File: config.mk
export PLATFORM = sky130hd
export DESIGN_NAME = ifu_rf_rdarb
export DESIGN_NICKNAME = d
export VERILOG_FILES = /design/src/rtl/ifu_rf_rdarb_pkg.sv /design/src/rtl/ifu_rdarb_starve_cnt.sv /design/src/rtl/ifu_rf_rdarb.sv
export SDC_FILE = /design/constraint.sdc
export NUM_CORES = 1
export LEC_CHECK = 0
export ABC_AREA = 1
export BUFFER_PORTS_ARGS = -buffer_cell sky130_fd_sc_hd__buf_4
export CORE_MARGIN = 2
export CORE_UTILIZATION = 27
export DETAILED_ROUTE_END_ITERATION = 6
export HOLD_SLACK_MARGIN = 0.1
export MAX_ROUTING_LAYER = met4
export PLACE_DENSITY_LB_ADDON = 0.15
export SKIP_CTS_REPAIR_TIMING = 1
export SYNTH_ARGS = -nofsm -noshare
export SYNTH_HDL_FRONTEND = slang
export SYNTH_SLANG_ARGS = --single-unit
File: constraint.sdc
create_clock -name clk -period 1.6 [get_ports clk]
set_input_delay 0.24 -clock clk [delete_from_list [all_inputs] [get_ports clk]]
set_output_delay 0.24 -clock clk [all_outputs]
set_load 0.02 [all_outputs]
File: src/rtl/ifu_rf_rdarb_pkg.sv
// ---------------------------------------------------------------------------
// ifu_rf_rdarb_pkg
// Shared definitions for the IFU register-file read-port arbiter:
//   - default register data width and register index width
//   - response-owner encoding (NONE=0, BPU=1, EXU=2)
//   - width helper for the BPU starvation counter
// ---------------------------------------------------------------------------
package ifu_rf_rdarb_pkg;

  localparam int DEF_XLEN        = 32;
  localparam int DEF_RFIDX_WIDTH = 5;

  // Which requester owns the response due in the current cycle.
  typedef enum logic [1:0] {
    OWN_NONE = 2'd0,
    OWN_BPU  = 2'd1,
    OWN_EXU  = 2'd2
  } owner_e;

  // Bits needed to count 0..max_val; at least one bit so that a
  // STARVE_MAX of 0 still yields a legal vector.
  function automatic int cnt_width(input int max_val);
    return (max_val < 1) ? 1 : $clog2(max_val + 1);
  endfunction

endpackage

File: src/rtl/ifu_rdarb_starve_cnt.sv
// ---------------------------------------------------------------------------
// ifu_rdarb_starve_cnt
// Saturating counter of consecutive cycles in which the BPU asked for the
// read port but lost it to the EXU.
//   clk    : clock, rising edge
//   rst    : asynchronous reset, active-low
//   clr    : clear to zero (dominates inc)
//   inc    : count one more loss, saturating at STARVE_MAX
//   at_max : counter equals STARVE_MAX, the BPU must win next contest
// ---------------------------------------------------------------------------
module ifu_rdarb_starve_cnt #(
  parameter int STARVE_MAX = 3,
  parameter int CNT_W      = 2
) (
  input  logic clk,
  input  logic rst,
  input  logic clr,
  input  logic inc,
  output logic at_max
);

  logic [CNT_W-1:0] cnt_q;

  assign at_max = (cnt_q == CNT_W'(STARVE_MAX));

  // NOTE: state updates use non-blocking assignments so every flop samples
  // the pre-edge values regardless of process ordering in simulation.
  always_ff @(posedge clk or negedge rst) begin
    if (!rst) begin
      cnt_q <= '0;
    end else if (clr) begin
      cnt_q <= '0;
    end else if (inc && !at_max) begin
      cnt_q <= cnt_q + CNT_W'(1);
    end
  end

endmodule

File: src/rtl/ifu_rf_rdarb.sv
// ---------------------------------------------------------------------------
// ifu_rf_rdarb
// Arbitrates the single shared register-file read port between the BPU
// (jalr rs1 lookup) and the EXU (operand read). EXU wins by default; after
// STARVE_MAX consecutive BPU losses the BPU wins the next contest. Reads of
// x0 do not touch the RF and return zero. Data returns one cycle after the
// grant on the winner's rsp channel; flush kills BPU grants and any BPU
// response due in the flush cycle.
//   clk                    : clock, rising edge
//   rst                    : asynchronous reset, active-low
//   bpu_req_vld/idx/rdy    : BPU request handshake
//   bpu_rsp_vld/dat        : BPU response, one-cycle pulse
//   exu_req_vld/idx/rdy    : EXU request handshake
//   exu_rsp_vld/dat        : EXU response, one-cycle pulse
//   flush                  : pipeline flush, kills BPU traffic
//   rf_rd_ena/idx          : shared RF read port
//   rf_rd_dat              : RF data, valid one cycle after rf_rd_ena
//   busy                   : a response is pending this cycle
// ---------------------------------------------------------------------------
module ifu_rf_rdarb
  import ifu_rf_rdarb_pkg::*;
#(
  parameter int XLEN        = DEF_XLEN,
  parameter int RFIDX_WIDTH = DEF_RFIDX_WIDTH,
  parameter int STARVE_MAX  = 3
) (
  input  logic                   clk,
  input  logic                   rst,
  input  logic                   bpu_req_vld,
  input  logic [RFIDX_WIDTH-1:0] bpu_req_idx,
  output logic                   bpu_req_rdy,
  output logic                   bpu_rsp_vld,
  output logic [XLEN-1:0]        bpu_rsp_dat,
  input  logic                   exu_req_vld,
  input  logic [RFIDX_WIDTH-1:0] exu_req_idx,
  output logic                   exu_req_rdy,
  output logic                   exu_rsp_vld,
  output logic [XLEN-1:0]        exu_rsp_dat,
  input  logic                   flush,
  output logic                   rf_rd_ena,
  output logic [RFIDX_WIDTH-1:0] rf_rd_idx,
  input  logic [XLEN-1:0]        rf_rd_dat,
  output logic                   busy
);

  localparam int CNT_W = cnt_width(STARVE_MAX);

  logic                   starve_at_max;
  logic                   bpu_gnt;
  logic                   exu_gnt;
  logic                   any_gnt;
  logic [RFIDX_WIDTH-1:0] gnt_idx;
  logic                   gnt_idx_zero;
  owner_e                 owner_q;
  owner_e                 owner_d;
  logic                   zero_q;
  logic                   zero_d;

  // Grant selection. Grants are qualified by rst so the handshake outputs
  // read zero while reset is held, even with requests pending.
  // NOTE: every signal assigned in an always_comb gets a default first so no
  // path leaves it unassigned and no latch is inferred.
  always_comb begin
    bpu_gnt = 1'b0;
    exu_gnt = 1'b0;
    gnt_idx = '0;
    if (rst) begin
      if (bpu_req_vld && !flush && (!exu_req_vld || starve_at_max)) begin
        bpu_gnt = 1'b1;
        gnt_idx = bpu_req_idx;
      end else if (exu_req_vld) begin
        exu_gnt = 1'b1;
        gnt_idx = exu_req_idx;
      end
    end
  end

  assign any_gnt      = bpu_gnt | exu_gnt;
  assign gnt_idx_zero = (gnt_idx == '0);

  assign bpu_req_rdy = bpu_gnt;
  assign exu_req_rdy = exu_gnt;

  // x0 is hard-wired zero: skip the RF access and answer from the flag.
  assign rf_rd_ena = any_gnt && !gnt_idx_zero;
  assign rf_rd_idx = rf_rd_ena ? gnt_idx : '0;

  // BPU losses accumulate only while the BPU keeps asking without a flush.
  ifu_rdarb_starve_cnt #(
    .STARVE_MAX (STARVE_MAX),
    .CNT_W      (CNT_W)
  ) u_starve_cnt (
    .clk    (clk),
    .rst    (rst),
    .clr    (flush | ~bpu_req_vld | bpu_gnt),
    .inc    (bpu_req_vld & ~bpu_gnt),
    .at_max (starve_at_max)
  );

  // Owner of next cycle's response: a grant this cycle sets it, otherwise
  // it falls back to NONE.
  always_comb begin
    owner_d = OWN_NONE;
    if (bpu_gnt) begin
      owner_d = OWN_BPU;
    end else if (exu_gnt) begin
      owner_d = OWN_EXU;
    end
  end

  assign zero_d = any_gnt && gnt_idx_zero;

  always_ff @(posedge clk or negedge rst) begin
    if (!rst) begin
      owner_q <= OWN_NONE;
      zero_q  <= 1'b0;
    end else begin
      owner_q <= owner_d;
      zero_q  <= zero_d;
    end
  end

  // A flush in the response cycle cancels an outstanding BPU response.
  assign bpu_rsp_vld = (owner_q == OWN_BPU) && !flush;
  assign exu_rsp_vld = (owner_q == OWN_EXU);

  assign bpu_rsp_dat = (bpu_rsp_vld && !zero_q) ? rf_rd_dat : '0;
  assign exu_rsp_dat = (exu_rsp_vld && !zero_q) ? rf_rd_dat : '0;

  assign busy = (owner_q != OWN_NONE);

endmodule

==> flow_summary.json, run 1 <==
{
  "met1_usage_pct": 17.39,
  "nFillCells": 239,
  "grt_use_met2_pct": 30.77,
  "drive_above_1_share_pct": 60.73,
  "h-tree-depth": 1,
  "seqPwrFrac_pct": 17.9,
  "hold_slack_ns": -0.1656,
  "cellLeakagePower_nw": 1.374,
  "yosysWarningCount": 0,
  "avgSynthCellArea_sq_um": 4.923,
  "die_height_microns": 59.51,
  "place_ws_ns": -0.09288,
  "avgViaCountPerCell": 4.348,
  "critPathKind": "flop to output port",
  "tns_ns": -4.922,
  "antenna_found_initial": 0,
  "drt_pass1_iterations": 4,
  "dieArea_sq_mm": 0.003541,
  "fmax_mhz": 523.2,
  "synth_top_family_by_area": "simple AND/OR/NAND/NOR gates",
  "vias": 1461,
  "period_share_pct": 119.5,
  "busiest_layer": "met2",
  "portBuffers": 121,
  "fin_nets": 352,
  "cts_made_buffers": 3,
  "skew_ns": 0.0007489,
  "crit_required_ns": 1.36,
  "clock_latency_ns": 0.24,
  "status": "complete, but fails checks",
  "power_density_mw_per_mm2": 350.6,
  "core-area_sq_mm": 0.003003,
  "synth_top_area_cell": "nor2_1",
  "vdd_drop_max_mv": 0.2320,
  "grt_util_met3_pct": 1.747,
  "clkSlewWorstSetupHoldPaths_ns": 0.04,
  "hold_viol": 5,
  "p_comb_share_pct": 63.4,
  "holdCritPathClass": "primary input to asynchronous set/reset pin",
  "synthCells": 169,
  "ctsLongestPathBuffers": 2,
  "cap_violations": 0,
  "yosysSeqAreaShare_pct": 15.04,
  "violations": "hold timing, setup timing",
  "cts_tree": "yes",
  "synth_top_area_share_pct": 31.13,
  "total_power_uw": 768.9,
  "synth-xor-area-share_pct": 1.053,
  "dp_hpwl_mm": 2.825,
  "grt-ovfl-total": 0,
  "setup_viol": 61,
  "muxShareOfSynthArea_pct": 0,
  "routedWlPerCell_microns": 12.09,
  "initial_utilization_pct": 27.71,
  "synth_seq_cells": 5,
  "p_sw_share_pct": 39.38,
  "drv_slew": 0,
  "internal-power_uw": 466.1,
  "reg2reg_slack_ns": 0.18,
  "worstPathArrival_ns": 1.67,
  "route.detailed.drc": 0,
  "ff_latch_area_sq_um": 125.1,
  "grt_max_degree": 33,
  "rsz0062_at_grt": "true",
  "grt_pass1_vias": 1085,
  "yosysMostFrequentCell": "nor2_1",
  "async_reset_ff_share_pct": 100.0,
  "dpl.cell_count": 324,
  "io_pins": 122,
  "drtIter0Drc": 48,
  "crit_path_start_kind": "flop",
  "clock-sinks": 5,
  "synthAdderAreaFrac_pct": 1.504,
  "rows": 20,
  "synth_nets": 217,
  "track_usage_pct": 16.51,
  "worstReg2RegEnd": "zero_q",
  "gp_congestion": 0.7557,
  "synth_common_cells": "nor2_1 (69), inv_1 (46), nand2_1 (17)",
  "clock_power_share_pct": 18.7,
  "synth_edf_count": 0,
  "wirelength_mm": 4.063,
  "synth_compound_area_share_pct": 1.805,
  "reg2reg_depth": 8,
  "ant_nets": 0,
  "worst_pin_slew_ns": 0.2265,
  "worstPathMaxFanout": 6,
  "diodes": 0,
  "die_w_microns": 59.51,
  "cts_root_buf": "clkbuf_4",
  "finalWorstSetupSlack_ns": -0.3113,
  "min_period_ns": 1.911,
  "synth-main-ff-cell": "dfrtp_1",
  "syn_area_sq_um": 832.0,
  "multi_input_area_sq_um": 640.6,
  "regToRegStartpoint": "u_starve_cnt.cnt_q[0]",
  "end_kind": "output port",
  "grt_pass1_wl_mm": 4.512,
  "fin_cells": 336,
  "critPathLaunch": "u_starve_cnt.cnt_q[0]",
  "synth_cell_type_count": 21,
  "area_delta_synth_final_pct": 163.6,
  "synth_simple_gate_area_share_pct": 54.89,
  "power_switching_uw": 302.8,
  "max-slew-margin-rel_pct": 84.74,
  "netlist_top_cells_area": "nor2_1 (31%), inv_1 (21%), dfrtp_1 (15%)"
}
layout make-up:
| cell class | instances | share of cell area [%] |
|---|---|---|
| clock buffer | 4 | 1.198 |
| inverter | 47 | 8.043 |
| multi-input combinational | 110 | 29.21 |
| sequential | 5 | 5.705 |
| tap | 33 | 1.882 |
| timing repair buffer | 137 | 53.96 |
per-layer routing:
metal / up-vias / wire, microns
met3: 4 / 354
li1: 742 / -
met4: 0 / 35
met1: 648 / 1479
met5: - / 0
met2: 67 / 2194
how the worst max path moves through the flow:
stage,endpoint,slack [ns]
after floorplan,exu_rsp_dat[10],-0.05
final,rf_rd_ena,-0.31
after global routing,rf_rd_ena,-0.41
after detailed placement,rf_rd_ena,-0.09
after global placement,rf_rd_ena,-0.08
after CTS,rf_rd_ena,-0.36
worst max-delay path, stage by stage, from the launching register on:
cell and delay (ns):
dfrtp_1 0.39, ha_2 0.19, inv_2 0.07, nand2_4 0.07
nand2_4 0.11, nand2_1 0.08, nand3_2 0.08, nand3_2 0.08
or2_1 0.22, buf_6 0.13
sequential cells by signal, indices dropped and copies added, names as in the netlist:
name / flops
zero_q: 1
u_starve_cnt.cnt_q: 2
owner_q: 2
cells in the final DEF (no fill, tap or decap), drive strengths merged:
cell	netlist	layout
buf	4	133
nor2	70	70
inv	47	47
nand2	22	22
nand3	8	8
clkbuf	3	8
dfrtp	5	5
nand3b	2	2
o21ai	2	2
nor3	2	2
or2	1	1
xor2	1	1
a21oi	1	1
ha	1	1
cells by family after synthesis:
| family | after synthesis |
|---|---|
| AO/OA/AOI/OAI | 3 |
| XOR/XNOR | 1 |
| adder cells (fa/ha/maj) | 1 |
| flip-flops | 5 |
| AND/OR/NAND/NOR | 105 |
| buffers and inverters | 54 |
per-stage QoR:
step | util (%) | cell area, sq um | hold slack, ns
2_1_floorplan | - | 832.0 | -0.05559
3_3_place_gp | 60.50 | 1817 | 0.07646
3_5_place_dp | 60.50 | 1817 | 0.07610
4_1_cts | 61.38 | 1843 | -0.1822
5_1_grt | 73.04 | 2193 | -0.1641
6_report | 73.04 | 2193 | -0.1656
power by group through the flow:
stage | logic [mW] | clock network [mW] | registers [mW]
after floorplan | 0.190 | 0 | 0.138
after global routing | 0.520 | 0.152 | 0.138
after global placement | 0.397 | 0 | 0.138
after detailed placement | 0.398 | 0 | 0.139
final | 0.488 | 0.144 | 0.137
after CTS | 0.399 | 0.149 | 0.137
Power figures use the tool's default switching activity.
==> inputs of run 2 (changes only) <==
BUFFER_PORTS_ARGS = -buffer_cell sky130_fd_sc_hd__buf_2   (was -buffer_cell sky130_fd_sc_hd__buf_4)
==> flow_summary.json, run 2 (synthesized netlist as in run 1, its figures left out) <==
{
  "status": "complete, but fails checks",
  "violations": "setup timing",
  "worst_pin_slew_ns": 0.2168,
  "drive_above_1_share_pct": 65.81,
  "grt_pass1_vias": 1012,
  "clock_latency_ns": 0.24,
  "critPathKind": "flop to output port",
  "initial_utilization_pct": 27.71,
  "reg2reg_depth": 9,
  "postLayoutCellArea_sq_mm": 0.002360,
  "core-area_sq_mm": 0.003003,
  "grt-ovfl-total": 0,
  "area_delta_synth_final_pct": 183.6,
  "vias": 1594,
  "cellLeakagePower_nw": 1.390,
  "holdCritPathClass": "primary input to flop",
  "hold_viol": 0,
  "clock-sinks": 5,
  "nFillCells": 201,
  "worstPathMaxFanout": 6,
  "rsz0062_at_grt": "true",
  "avgViaCountPerCell": 4.647,
  "fmax_mhz": 528.2,
  "min_period_ns": 1.893,
  "portBuffers": 121,
  "crit_chain": "ha_2, inv_2, nand2_4, buf_4, nand3b_1, nand3_2, nand2_1, or2_1, buf_6",
  "post_dp_cell_area_sq_mm": 0.001516,
  "crit_path_start_kind": "flop",
  "drv_slew": 0,
  "drtIter0Drc": 36,
  "setup_viol": 71,
  "wirelength_mm": 5.112,
  "die_height_microns": 59.51,
  "cts_tree": "yes",
  "grt_max_degree": 33,
  "slowest_stage": "dfrtp_1",
  "gp_congestion": 0.7465,
  "cpPeakStageDelay_ns": 0.34,
  "drt_pass1_iterations": 4,
  "max-slew-margin-rel_pct": 85.39,
  "skew_ns": 0.003953,
  "dieArea_sq_mm": 0.003541,
  "antenna_found_initial": 0,
  "dp_hpwl_mm": 2.627,
  "reg_top3": "owner_q x2, u_starve_cnt.cnt_q x2, zero_q x1",
  "utilization_pct": 78.58,
  "diodes": 0,
  "power_density_mw_per_mm2": 350.0,
  "cap_violations": 0,
  "io_pins": 122,
  "die_w_microns": 59.51,
  "h-tree-depth": 1,
  "whs_path_depth": 3,
  "final_cell_mix": "buf_2 (51), inv_1 (43), buf_6 (43)",
  "cts_root_buf": "clkbuf_4",
  "end_kind": "output port",
  "route.detailed.drc": 0,
  "routedWlPerCell_microns": 14.90,
  "worstPathArrival_ns": 1.65,
  "layout_commonest_cell": "buf_2",
  "fin_nets": 359,
  "vdd_drop_max_mv": 0.2265,
  "ctsLongestPathBuffers": 2,
  "ant_nets": 0,
  "grt_pass1_wl_mm": 4.257,
  "track_usage_pct": 15.77,
  "crit_required_ns": 1.36,
  "finalWorstSetupSlack_ns": -0.2932,
  "clkSlewWorstSetupHoldPaths_ns": 0.04,
  "period_share_pct": 118.3,
  "cts_made_buffers": 3,
  "rows": 20,
  "tns_ns": -8.550
}
[run 2: cell types whose count changed in the layout (fill, tap and decap cells not counted), moves of 6 or more]
cell and change:
buf_2 +51, buf_4 -73, buf_6 +27, nor2_1 -15, nor2_2 -6, nor2_4 +21
[run 2: worst max-delay path: cells and delay by family (launching register included)]
| family | cells | cell delay (ns) |
|---|---|---|
| flip-flops | 1 | 0.34 |
| adder cells (fa/ha/maj) | 1 | 0.19 |
| AND/OR/NAND/NOR | 5 | 0.58 |
| buffers and inverters | 3 | 0.31 |
[run 2: final timing paths]
path	from	end	slack, ns
worst max-delay path	u_starve_cnt.cnt_q[0]	rf_rd_ena	-0.29
worst min-delay path	exu_req_vld	owner_q[1]	0.35
max in group asynchronous	rst	owner_q[1]	0.88
worst max register to register	u_starve_cnt.cnt_q[0]	zero_q	0.15
worst min register to register	u_starve_cnt.cnt_q[1]	u_starve_cnt.cnt_q[1]	0.54
min in group asynchronous	rst	u_starve_cnt.cnt_q[0]	0.53
[run 2: per-stage QoR]
step                instances  setup slack [ns]  hold WS [ns]  total power, mW
global placement          326          -0.05949        0.1117           0.4706
global route              343           -0.3963        0.3814           0.8676
CTS                       330           -0.3685       -0.1471           0.6211
detailed placement        326          -0.09601        0.1148           0.4711
floorplan                 169          -0.04768      -0.05559           0.3276
finish                    343           -0.2932        0.3516           0.8260
[run 2: routing by layer]
metal	vias to the layer above	part of all wire, %	GRT usage [%]
met2	83	54	29.36
met3	14	8.0	1.310
met4	0	2.9	5.714
li1	758	-	-
met5	-	0	-
met1	739	35	17.28
[run 2: area by class of cell]
class | count | area [sq um] | share of cell area [%]
multi-input combinational | 110 | 780.7 | 33.09
sequential | 5 | 125.1 | 5.302
timing repair buffer | 144 | 1210 | 51.27
clock buffer | 4 | 26.28 | 1.113
inverter | 47 | 176.4 | 7.476
tap | 33 | 41.29 | 1.750
[run 2: report_power, final]
| group | switching (mW) | total, mW | internal, mW |
|---|---|---|---|
| sequential | 0.00328 | 0.137 | 0.133 |
| clock | 0.0492 | 0.143 | 0.0941 |
| combinational | 0.302 | 0.546 | 0.244 |
==> inputs of run 3 (changes only) <==
--- a/config.mk
+++ b/config.mk
@@ -7,3 +7,2 @@
 export LEC_CHECK = 0
-export ABC_AREA = 1
 export BUFFER_PORTS_ARGS = -buffer_cell sky130_fd_sc_hd__buf_2
--- a/constraint.sdc
+++ b/constraint.sdc
@@ -3,2 +3,2 @@
 set_output_delay 0.24 -clock clk [all_outputs]
-set_load 0.02 [all_outputs]
+set_load 0.005 [all_outputs]
==> flow_summary.json, run 3 <==
{
  "die_height_microns": 59.05,
  "max-slew-margin-rel_pct": 67.29,
  "power_density_mw_per_mm2": 302.4,
  "async_reset_ff_share_pct": 100.0,
  "holdPathEnd": "zero_q",
  "worstPathMaxFanout": 16,
  "syn_area_sq_um": 818.3,
  "synth_common_cells": "and2_1 (67), clkbuf_1 (6), dfrtp_1 (5), nor2b_1 (5)",
  "crit_family": "simple AND/OR/NAND/NOR gates",
  "slowest_stage": "dfrtp_1",
  "vias": 1437,
  "core-area_sq_mm": 0.002829,
  "drv_slew": 0,
  "final_cell_mix": "buf_2 (84), buf_6 (43), and2_4 (37)",
  "netlist_top_cells_area": "and2_1 (51%), dfrtp_1 (15%), nor2b_1 (3.8%)",
  "layout_commonest_cell": "buf_2",
  "cts_root_buf": "clkbuf_4",
  "violations": "setup timing",
  "critPathKind": "flop to output port",
  "rsz0062_at_grt": "true",
  "crit_path_start_kind": "flop",
  "fmax_mhz": 533.7,
  "crit_required_ns": 1.36,
  "total_power_uw": 655.2,
  "reg2reg_depth": 6,
  "hold_slack_ns": 0.3789,
  "track_usage_pct": 17.13,
  "drt_pass1_iterations": 4,
  "reg_top3": "owner_q x2, u_starve_cnt.cnt_q x2, zero_q x1",
  "status": "complete, but fails checks",
  "routedWlPerCell_microns": 16.22,
  "synth_edf_count": 0,
  "grt_pass1_vias": 1020,
  "finalWorstSetupSlack_ns": -0.2736,
  "h-tree-depth": 1,
  "clkSlewWorstSetupHoldPaths_ns": 0.04,
  "cap_violations": 0,
  "dpl.cell_count": 276,
  "dp_hpwl_mm": 2.712,
  "worstReg2RegEnd": "zero_q",
  "synth_top_area_cell": "and2_1",
  "portBuffers": 121,
  "avgSynthCellArea_sq_um": 6.876,
  "synth_seq_cells": 5,
  "synth_cell_type_count": 26,
  "crit_chain": "nor3b_2, nor2b_4, clkbuf_16, and2_1, buf_2",
  "die_w_microns": 59.05,
  "cellLeakagePower_nw": 1.200,
  "diodes": 0,
  "synth_nets": 167,
  "worst_pin_slew_ns": 0.4896,
  "wirelength_mm": 4.785,
  "regToRegStartpoint": "u_starve_cnt.cnt_q[1]",
  "period_share_pct": 117.1,
  "fin_nets": 313,
  "drtIter0Drc": 62,
  "yosysSeqAreaShare_pct": 15.29,
  "reg2reg_slack_ns": 0.03,
  "cts_tree": "yes",
  "initial_utilization_pct": 28.93,
  "vdd_drop_max_mv": 0.3782,
  "antenna_found_initial": 0,
  "whs_path_depth": 3,
  "drive_above_1_share_pct": 76.14,
  "route.detailed.drc": 0,
  "cpPeakStageDelay_ns": 0.39,
  "cts_made_buffers": 3,
  "gp_congestion": 0.7959,
  "clock-sinks": 5,
  "grt_max_degree": 33,
  "area_delta_synth_final_pct": 164.8,
  "hold_viol": 0,
  "yosysWarningCount": 0,
  "yosysMostFrequentCell": "and2_1",
  "fin_cells": 295,
  "grt_pass1_wl_mm": 4.567,
  "holdCritPathClass": "primary input to flop",
  "io_pins": 122,
  "end_kind": "output port",
  "worstPathArrival_ns": 1.63,
  "clock_latency_ns": 0.24,
  "utilization_pct": 76.60,
  "grt-ovfl-total": 0,
  "synthCells": 119,
  "skew_ns": 0.002354,
  "dieArea_sq_mm": 0.003487,
  "avgViaCountPerCell": 4.871,
  "synth-main-ff-cell": "dfrtp_1",
  "synth_top_area_share_pct": 51.22,
  "ant_nets": 0,
  "ctsLongestPathBuffers": 2,
  "min_period_ns": 1.874,
  "crit_buf_inv": 2,
  "hp-start": "rst",
  "rows": 19,
  "setup_viol": 70
}
run 3: where the power goes:
group / internal [mW] / switching [mW]
clock: 0.0943 / 0.0525
sequential: 0.132 / 0.00493
combinational: 0.219 / 0.153
total: 0.445 / 0.210
run 3: final cells by class:
type | instances | area, sq um
Timing Repair Buffer | 147 | 1132
Inverter | 3 | 11.26
Multi-Input combinational cell | 105 | 833.3
Tap cell | 31 | 38.79
Clock buffer | 4 | 26.28
Fill cell | 195 | 661.9
Sequential cell | 5 | 125.1
run 3: worst max path at each step:
stage / startpoint / to / slack [ns] / cells past startpoint
after CTS: u_starve_cnt.cnt_q[0] / rf_rd_idx[2] / -0.28 / 6
after floorplan: u_starve_cnt.cnt_q[0] / rf_rd_idx[2] / 0.02 / 5
final: owner_q[0] / bpu_rsp_dat[28] / -0.27 / 5
after global placement: bpu_req_idx[0] / rf_rd_ena / -0.09 / 5
after global routing: owner_q[0] / bpu_rsp_dat[31] / -0.36 / 5
after detailed placement: bpu_req_idx[0] / rf_rd_ena / -0.09 / 5
run 3: logic make-up (layout without fill, tap and decap cells):
family                   after synthesis  count (layout)  share of synthesized area (%)
AND/OR/NAND/NOR                       87              87                          64.07
AO/OA/AOI/OAI                         17              17                          14.99
buffers and inverters                  9             154                          4.128
flip-flops                             5               5                          15.29
adder cells (fa/ha/maj)                1               1                          1.529
run 3: per-layer routing:
layer	global-route usage, %	part of all wire (%)	vias to the layer above
li1	-	-	681
met1	18.63	37	661
met2	31.75	53	79
met3	4.148	7.1	16
met4	2.922	2.5	0
met5	-	0	-
run 3: tightest hold or removal path, stage by stage:
cell and delay (ns):
buf_2 0.10, clkinv_1 0.18, a2111oi_4 0.05
run 3: metrics by stage:
step / cell area [sq um] / setup slack, ns / setup TNS (ns)
2_1_floorplan: 818.3 / 0.01601 / 0
3_3_place_gp: 1535 / -0.09067 / -0.1627
3_5_place_dp: 1535 / -0.08672 / -0.1754
4_1_cts: 1562 / -0.2770 / -11.99
5_1_grt: 2167 / -0.3604 / -16.25
6_report: 2167 / -0.2736 / -10.22
